$ cat src/rtl/config_chain_pkg.sv
// Shared types for the configuration-chain loader: FSM state encoding and the
// SIMD mode codes a two-bit ALU tile configuration word takes.
package config_chain_pkg;

    typedef enum logic [1:0] {
        IDLE  = 2'd0,
        SHIFT = 2'd1,
        DONE  = 2'd2
    } cfg_state_t;

    localparam logic [1:0] ONE48  = 2'b00;
    localparam logic [1:0] TWO24  = 2'b01;
    localparam logic [1:0] FOUR12 = 2'b10;

endpackage

$ cat src/rtl/config_chain_loader.sv
// Loads a parallel word bit-serially (MSB first) into a tile configuration chain.
// Optional CFG_READBACK_EN captures the chain's previous contents from its tail into rb_data.
module config_chain_loader
    import config_chain_pkg::*;
#(
    parameter int CHAIN_LEN = 2,
    localparam int CNT_W = $clog2(CHAIN_LEN + 1)
) (
    input  logic                 clk,
    input  logic                 rst_n,
    input  logic                 load_valid,
    output logic                 load_ready,
    input  logic [CHAIN_LEN-1:0] load_data,
    input  logic                 cfg_abort,
    input  logic                 configuration_output,
    output logic                 configuration_input,
    output logic                 configuration_enable,
    output logic                 cfg_busy,
    output logic                 cfg_done,
    output logic                 cfg_aborted
`ifdef CFG_READBACK_EN
    ,
    output logic [CHAIN_LEN-1:0] rb_data
`endif
);

    localparam logic [CNT_W-1:0] LAST_CNT = CNT_W'(CHAIN_LEN - 1);

    cfg_state_t           state_q, state_d;
    logic [CHAIN_LEN-1:0] shreg_q, shreg_d;
    logic [CNT_W-1:0]     cnt_q, cnt_d;
    logic                 ready_q, ready_d;
    logic                 en_q, en_d;
    logic                 in_q, in_d;
    logic                 busy_q, busy_d;
    logic                 done_q, done_d;
    logic                 aborted_q, aborted_d;

`ifdef CFG_READBACK_EN
    logic [CHAIN_LEN-1:0] rb_sh_q, rb_sh_d;
    logic [CHAIN_LEN-1:0] rb_data_q, rb_data_d;
    logic [CHAIN_LEN:0]   rb_cat;
`else
    logic                 cfg_out_unused;
    assign cfg_out_unused = configuration_output;
`endif

    always_comb begin
        state_d   = state_q;
        shreg_d   = shreg_q;
        cnt_d     = cnt_q;
        ready_d   = ready_q;
        en_d      = en_q;
        in_d      = in_q;
        busy_d    = busy_q;
        done_d    = 1'b0;
        aborted_d = 1'b0;
`ifdef CFG_READBACK_EN
        rb_sh_d   = rb_sh_q;
        rb_data_d = rb_data_q;
        // Concatenate then truncate so a one-bit chain needs no special case.
        rb_cat    = {rb_sh_q, configuration_output};
`endif
        case (state_q)
            IDLE: begin
                if (load_valid && ready_q) begin
                    // The MSB goes out on the very first enabled cycle, so it
                    // is peeled off here and the rest is pre-shifted.
                    in_d    = load_data[CHAIN_LEN-1];
                    shreg_d = load_data << 1;
                    cnt_d   = '0;
                    en_d    = 1'b1;
                    busy_d  = 1'b1;
                    ready_d = 1'b0;
                    state_d = SHIFT;
`ifdef CFG_READBACK_EN
                    rb_sh_d = '0;
`endif
                end
            end
            SHIFT: begin
`ifdef CFG_READBACK_EN
                rb_sh_d = rb_cat[CHAIN_LEN-1:0];
`endif
                if (cfg_abort) begin
                    state_d   = IDLE;
                    en_d      = 1'b0;
                    in_d      = 1'b0;
                    busy_d    = 1'b0;
                    ready_d   = 1'b1;
                    aborted_d = 1'b1;
                    cnt_d     = '0;
                    shreg_d   = '0;
                end else if (cnt_q == LAST_CNT) begin
                    state_d = DONE;
                    en_d    = 1'b0;
                    in_d    = 1'b0;
                    busy_d  = 1'b0;
                    done_d  = 1'b1;
                    cnt_d   = '0;
`ifdef CFG_READBACK_EN
                    rb_data_d = rb_cat[CHAIN_LEN-1:0];
`endif
                end else begin
                    in_d    = shreg_q[CHAIN_LEN-1];
                    shreg_d = shreg_q << 1;
                    cnt_d   = cnt_q + 1'b1;
                end
            end
            DONE: begin
                state_d = IDLE;
                ready_d = 1'b1;
            end
            default: begin
                state_d = IDLE;
                ready_d = 1'b1;
                en_d    = 1'b0;
                in_d    = 1'b0;
                busy_d  = 1'b0;
            end
        endcase
    end

    always_ff @(posedge clk or negedge rst_n) begin
        if (!rst_n) begin
            state_q   <= IDLE;
            shreg_q   <= '0;
            cnt_q     <= '0;
            ready_q   <= 1'b1;
            en_q      <= 1'b0;
            in_q      <= 1'b0;
            busy_q    <= 1'b0;
            done_q    <= 1'b0;
            aborted_q <= 1'b0;
        end else begin
            state_q   <= state_d;
            shreg_q   <= shreg_d;
            cnt_q     <= cnt_d;
            ready_q   <= ready_d;
            en_q      <= en_d;
            in_q      <= in_d;
            busy_q    <= busy_d;
            done_q    <= done_d;
            aborted_q <= aborted_d;
        end
    end

`ifdef CFG_READBACK_EN
    always_ff @(posedge clk or negedge rst_n) begin
        if (!rst_n) begin
            rb_sh_q   <= '0;
            rb_data_q <= '0;
        end else begin
            rb_sh_q   <= rb_sh_d;
            rb_data_q <= rb_data_d;
        end
    end

    assign rb_data = rb_data_q;
`endif

    assign load_ready           = ready_q;
    assign configuration_input  = in_q;
    assign configuration_enable = en_q;
    assign cfg_busy             = busy_q;
    assign cfg_done             = done_q;
    assign cfg_aborted          = aborted_q;

endmodule

$ cat config.mk
export PLATFORM = sky130hd
export DESIGN_NAME = config_chain_loader
export DESIGN_NICKNAME = d
export VERILOG_FILES = /design/src/rtl/config_chain_pkg.sv /design/src/rtl/config_chain_loader.sv
export SDC_FILE = /design/constraint.sdc
export NUM_CORES = 1
export LEC_CHECK = 0
export CAP_MARGIN = 20
export CORE_AREA = 4 4 41 43
export DETAILED_ROUTE_END_ITERATION = 8
export DIE_AREA = 0 0 45 47
export GPL_ROUTABILITY_DRIVEN = 0
export SLEW_MARGIN = 20
export SYNTH_ARGS = -nofsm -noshare
export SYNTH_HDL_FRONTEND = slang
export SYNTH_SLANG_ARGS = --single-unit
$ cat constraint.sdc
create_clock -name clk -period 1.2 [get_ports clk]
set_clock_uncertainty 0.1 [all_clocks]
set_input_delay 0.3 -clock clk [delete_from_list [all_inputs] [get_ports clk]]
set_output_delay 0.3 -clock clk [all_outputs]
set_load 0.01 [all_outputs]
==> impl_metrics.csv, run 1 <==
group,metric,value,unit
hold_path,hp-class,"input pin to asynchronous set/reset pin",
route,wl,1150,µm
grt,antenna_found_initial,0,
cells_and_area,layout-drive-gt1-share,53.7,%
synthesis,synth.ff_latch_count,10,
floorplanning,die_area,2120,µm²
timing,relSlewSlack,85.3,%
route,routed-via-count,419,
cells_and_area,fill_cells,122,
floorplanning,rows,13,
cts,insertion_delay,0.26,ns
cts,clk_pin_slew,0.07,ns
grt,grt_pass1_vias,428,
synthesis,synthTopCellsByArea,"dfrtp_1, dfstp_2, nor2b_1",
worst_setup_path,worstSetupEndpointType,"primary output",
synthesis,synth.distinct_cells,23,
cts,clock-root-buffer,"clkbuf_4",
timing,setup_ws,-0.123,ns
worst_setup_path,critPathBufInv,1,
worst_setup_path,crit_type,"flip-flop to primary output",
synthesis,syn_inst,39,
route,drt_iter0_drc,3,
worst_setup_path,crit_slowest_cell,"dfstp_2",
run_status,status,"complete, but fails checks",
synthesis,post_synth.cell_area_avg,11.5,µm²
run_status,violations,"setup timing",
worst_setup_path,cp-start-kind,"flip-flop",
timing,period_needed,1.32,ns
cells_and_area,fin_nets,75,
worst_setup_path,reg2reg_depth,4,
worst_setup_path,cpLargestDelayFamily,"flip-flops",
worst_setup_path,path_max_fanout,2,
route,first_pass_iters,2,
worst_setup_path,r2r_slack,-0.12,ns
route,drc,0,
job,cap_violations,0,
route,via_per_inst,5.11,
floorplanning,dieHeight,47,µm
timing,drv_slew,0,
place,io_buffer_count,11,
worst_setup_path,timing.rr.start,"load_ready",
synthesis,syn-num-nets,46,
grt,grt_max_degree,11,
timing,finalSetupViolCount,6,
cts,htreeDepth,1,
worst_setup_path,critPathMaxStageDelay,0.54,ns
floorplanning,ios,13,
timing,hold_viol,0,
timing,fmax,756,MHz
grt,grt_pass1_wl,1900,µm
cells_and_area,layout_commonest_cell,"buf_4",
power,cellPowerDensity,926,nW/µm²
floorplanning,die_x,45,µm
power,peakVddDrop,0.472,mV
floorplanning,core,1300,µm²
cells_and_area,final_cell_mix,"buf_4, dfrtp_1, buf_2",
power,power.leakage,0.376,nW
timing,max_slew.worst_pin.slew,0.220,ns
place,hpwlAfterDp,856,µm
synthesis,yosysTopAreaCellShare,50.0,%
cts,cts_tree,"built",
timing,grt_setup_unrepaired,"true",
route,wl_per_cell,14.0,µm
timing,period_share,110,%
place,place_area,654,µm²
cells_and_area,final_design_area_no_fill,721,µm²
synthesis,yosys.area.top_type,"dfrtp_1",
synthesis,ys_warn_count,0,
worst_setup_path,path_cells,"buf_2",
grt,grt_usage,12.9,%
worst_setup_path,cp.required,0.80,ns
cts,clockBufferDepth,2,
route,ant_nets,0,
synthesis,synth_area,450,µm²
cells_and_area,syn2layout_area_growth,60.0,%
cts,numCtsBuffers,3,
cts,clock_sinks,10,
cells_and_area,num_antenna_cells,0,
grt,grt.overflow.total,0,
place,preCtsSetupSlack,-0.360,ns
synthesis,yosysSeqAreaShare,55.8,%
worst_setup_path,arrival,0.92,ns
floorplanning,start_util,34.6,%
worst_setup_path,rr_endpoint,"shreg_q[1]",
[per-layer routing]
metal / vias up / GRT usage [%] / wire (µm)
met4: 0 / 7.02 / 0
met2: 8 / 21.5 / 648
li1: 198 / - / -
met3: 0 / 5.36 / 59
met5: - / 0 / 0
met1: 213 / 14.1 / 444
[worst max path at each step]
stage,startpoint,endpoint,slack (ns),cells past startpoint
after floorplan,state_q[0],shreg_q[1],-0.07,4
after global placement,cfg_abort,shreg_q[1],-0.34,4
after detailed placement,cfg_abort,shreg_q[1],-0.36,4
after CTS,load_ready,load_ready,-0.14,1
after global routing,load_ready,load_ready,-0.18,1
final,load_ready,load_ready,-0.12,1
[cell type report]
cell class | instances | area [µm²] | area share (%)
flip-flops and latches | 10 | 253 | 35.1
multi-input cells | 27 | 214 | 29.7
repair buffers | 26 | 199 | 27.6
clock buffers | 4 | 36.3 | 5.03
well taps | 15 | 18.8 | 2.60
[repair_timing]
action | CTS | global route
cloned | 0 | 0
buffers inserted | 2 | 1
hold buffers | 0 | 0
setup endpoints to repair | 12 | 13
pin swaps | 1 | 1
gates resized for setup | 33 | 4
[sequential cells by signal, summed over array words and instances, names as in the netlist]
register,cells
cfg_aborted,1
configuration_input,1
load_ready,1
cfg_done,1
state_q,2
cfg_busy,1
cnt_q,2
shreg_q,1
[metrics by stage]
step / TNS, ns / instances / utilization, % / hold slack (ns) / power, mW
detailed placement: -3.05 / 75 / 50.3 / 0.397 / 0.377
global placement: -2.77 / 75 / 50.3 / 0.380 / 0.376
CTS: -0.529 / 81 / 53.6 / 0.221 / 0.682
floorplan: -0.0709 / 39 / - / -0.0956 / 0.344
finish: -0.471 / 82 / 55.4 / 0.223 / 0.668
global route: -1.05 / 82 / 55.4 / 0.218 / 0.713
[cells by family after synthesis]
| family | count (synthesis) | share of synthesized area, % |
|---|---|---|
| AOI/OAI and AO/OA | 10 | 14.7 |
| DFF | 10 | 55.8 |
| muxes | 1 | 2.22 |
| and+or+nand+nor | 16 | 23.9 |
| buffers and inverters | 2 | 3.33 |
[synth_stat cells]
cell type  count
dfrtp_1        9
nor2b_1        3
o21ai_1        3
buf_4          2
nand3_1        2
nor2_1         2
nor3b_1        2
a21o_1         1
a21oi_1        1
a221o_1        1
a22o_1         1
and3b_1        1
dfstp_2        1
mux2i_1        1
nand2_1        1
nand2b_1       1
nand3b_1       1
nor2_4         1
o21ai_0        1
o22ai_1        1
o31a_1         1
or2b_1         1
or3b_4         1
[report_power, final]
group	internal, mW	leakage (nW)	switching, mW
sequential	0.337	0.134	0
clock	0.184	0.0210	0.112
combinational	0.0195	0.220	0.0149
total	0.540	0.376	0.127
No activity file was read; power rests on OpenSTA's default activity.
==> run 2: changes to the inputs <==
--- a/config.mk
+++ b/config.mk
@@ -7,9 +7,11 @@
 export LEC_CHECK = 0
 export CAP_MARGIN = 20
 export CORE_AREA = 4 4 41 43
+export CTS_CLUSTER_SIZE = 28
 export DETAILED_ROUTE_END_ITERATION = 8
 export DIE_AREA = 0 0 45 47
 export GPL_ROUTABILITY_DRIVEN = 0
+export MAX_ROUTING_LAYER = met4
 export SLEW_MARGIN = 20
 export SYNTH_ARGS = -nofsm -noshare
 export SYNTH_HDL_FRONTEND = slang
==> impl_metrics.csv, run 2 (synthesis results as in run 1) <==
group,metric,value,unit
run_status,status,"complete, but fails checks",
run_status,violations,"setup timing",
floorplanning,dieHeight,47,µm
cells_and_area,fin_nets,75,
grt,grt_usage,13.1,%
floorplanning,die_x,45,µm
power,peakVddDrop,0.472,mV
worst_setup_path,reg2reg_depth,4,
timing,max_slew.worst_pin.slew,0.219,ns
timing,relSlewSlack,85.3,%
hold_path,hp-class,"input pin to asynchronous set/reset pin",
timing,period_share,110,%
route,wl_per_cell,14.2,µm
cells_and_area,num_antenna_cells,0,
cts,clockBufferDepth,2,
cts,clock-root-buffer,"clkbuf_4",
place,io_buffer_count,11,
cts,hold_buffers,0,
route,via_per_inst,5.15,
worst_setup_path,crit_type,"flip-flop to primary output",
cells_and_area,final_util,55.4,%
floorplanning,core,1300,µm²
worst_setup_path,path_cells,"buf_2",
cts,numCtsBuffers,3,
grt,grt_pass1_vias,430,
route,first_pass_iters,2,
cts,htreeDepth,1,
timing,hold_viol,0,
power,cellPowerDensity,926,nW/µm²
timing,period_needed,1.32,ns
worst_setup_path,arrival,0.92,ns
worst_setup_path,path_max_fanout,2,
worst_setup_path,critPathMaxStageDelay,0.54,ns
power,power.leakage,0.376,nW
floorplanning,ios,13,
grt,grt.overflow.total,0,
route,drt_iter0_drc,2,
place,hpwlAfterDp,856,µm
power,p_seq_share,50.5,%
timing,setup_ws,-0.123,ns
timing,fmax,756,MHz
worst_setup_path,worstSetupEndpointType,"primary output",
cells_and_area,layout-drive-gt1-share,53.7,%
worst_setup_path,critPathBufInv,1,
timing,setup_tns,-0.470,ns
worst_setup_path,cp-start-kind,"flip-flop",
grt,grt_pass1_wl,1880,µm
timing,grt_setup_unrepaired,"true",
grt,antenna_found_initial,0,
job,cap_violations,0,
route,ant_nets,0,
cts,clock_sinks,10,
power,p_sw,0.127,mW
floorplanning,die_area,2120,µm²
route,drc,0,
floorplanning,start_util,34.6,%
cts,clk_pin_slew,0.07,ns
worst_setup_path,crit_cells,1,
power,p_comb_share,5.2,%
timing,finalSetupViolCount,6,
worst_setup_path,cpLargestDelayFamily,"flip-flops",
grt,grt_max_degree,11,
route,routed-via-count,422,
route,wl,1160,µm
worst_setup_path,cp.required,0.80,ns
timing,drv_slew,0,
cells_and_area,reg_top3,"cnt_q x2, state_q x2",
cells_and_area,final_cell_mix,"buf_4, dfrtp_1, buf_2",
worst_setup_path,crit_slowest_cell,"dfstp_2",
cells_and_area,layout_commonest_cell,"buf_4",
power,p_clk_share,44.3,%
cells_and_area,syn2layout_area_growth,60.0,%
cts,insertion_delay,0.26,ns
power,intPower,0.540,mW
power,netSwitchingFraction,19.0,%
cts,cts_tree,"built",
floorplanning,rows,13,
place,preCtsSetupSlack,-0.360,ns
[run 2: cell type report]
cell class / count / area, µm²
Fill cell: 122 / 581
Sequential cell: 10 / 253
Multi-Input combinational cell: 27 / 214
Timing Repair Buffer: 26 / 199
Clock buffer: 4 / 36.3
Tap cell: 15 / 18.8
[run 2: metrics by stage]
stage	hold slack, ns	cell area (µm²)	total power [mW]	std cells
2_1_floorplan	-0.0956	454	0.344	39
3_3_place_gp	0.380	654	0.376	75
3_5_place_dp	0.397	654	0.377	75
4_1_cts	0.221	697	0.682	81
5_1_grt	0.223	721	0.709	82
6_report	0.223	721	0.668	82
[run 2: per-layer routing]
| layer | GRT usage [%] | wire length (µm) | up-vias |
|---|---|---|---|
| met5 | - | 0 | - |
| met4 | 7.02 | 4 | 0 |
| met3 | 3.83 | 53 | 2 |
| met2 | 21.5 | 642 | 8 |
| met1 | 14.3 | 461 | 214 |
| li1 | - | - | 198 |
[run 2: path summary, 6_finish.rpt]
path	startpoint	end	slack, ns
max	load_ready	load_ready	-0.12
min	rst_n	cfg_aborted	0.22
max reg2reg	load_ready	shreg_q[1]	-0.12
min reg2reg	cnt_q[1]	cnt_q[1]	0.41
max in group asynchronous	rst_n	load_ready	0.56
min in group clk	cnt_q[1]	cnt_q[1]	0.41
[run 2: what timing repair did]
action / in CTS / in global routing
pin swaps: 1 / 1
resized for setup: 33 / 4
cloned: 0 / 0
endpoints found under the setup margin: 12 / 13
setup buffers: 2 / 1
[run 2: power groups by stage]
| stage | registers, mW | logic (mW) | clock network [mW] |
|---|---|---|---|
| finish | 0.337 | 0.0345 | 0.296 |
| global route | 0.337 | 0.0380 | 0.334 |
| CTS | 0.337 | 0.0340 | 0.312 |
| detailed placement | 0.343 | 0.0340 | 0 |
| global placement | 0.343 | 0.0329 | 0 |
| floorplan | 0.343 | 0.000166 | 0 |
==> run 3: changes to the inputs <==
--- a/config.mk
+++ b/config.mk
@@ -10,7 +10,6 @@
 export CTS_CLUSTER_SIZE = 28
 export DETAILED_ROUTE_END_ITERATION = 8
 export DIE_AREA = 0 0 45 47
-export GPL_ROUTABILITY_DRIVEN = 0
 export MAX_ROUTING_LAYER = met4
 export SLEW_MARGIN = 20
 export SYNTH_ARGS = -nofsm -noshare
==> results of run 3 <==
The final DEF is identical to that of run 2; final timing and power are the same.
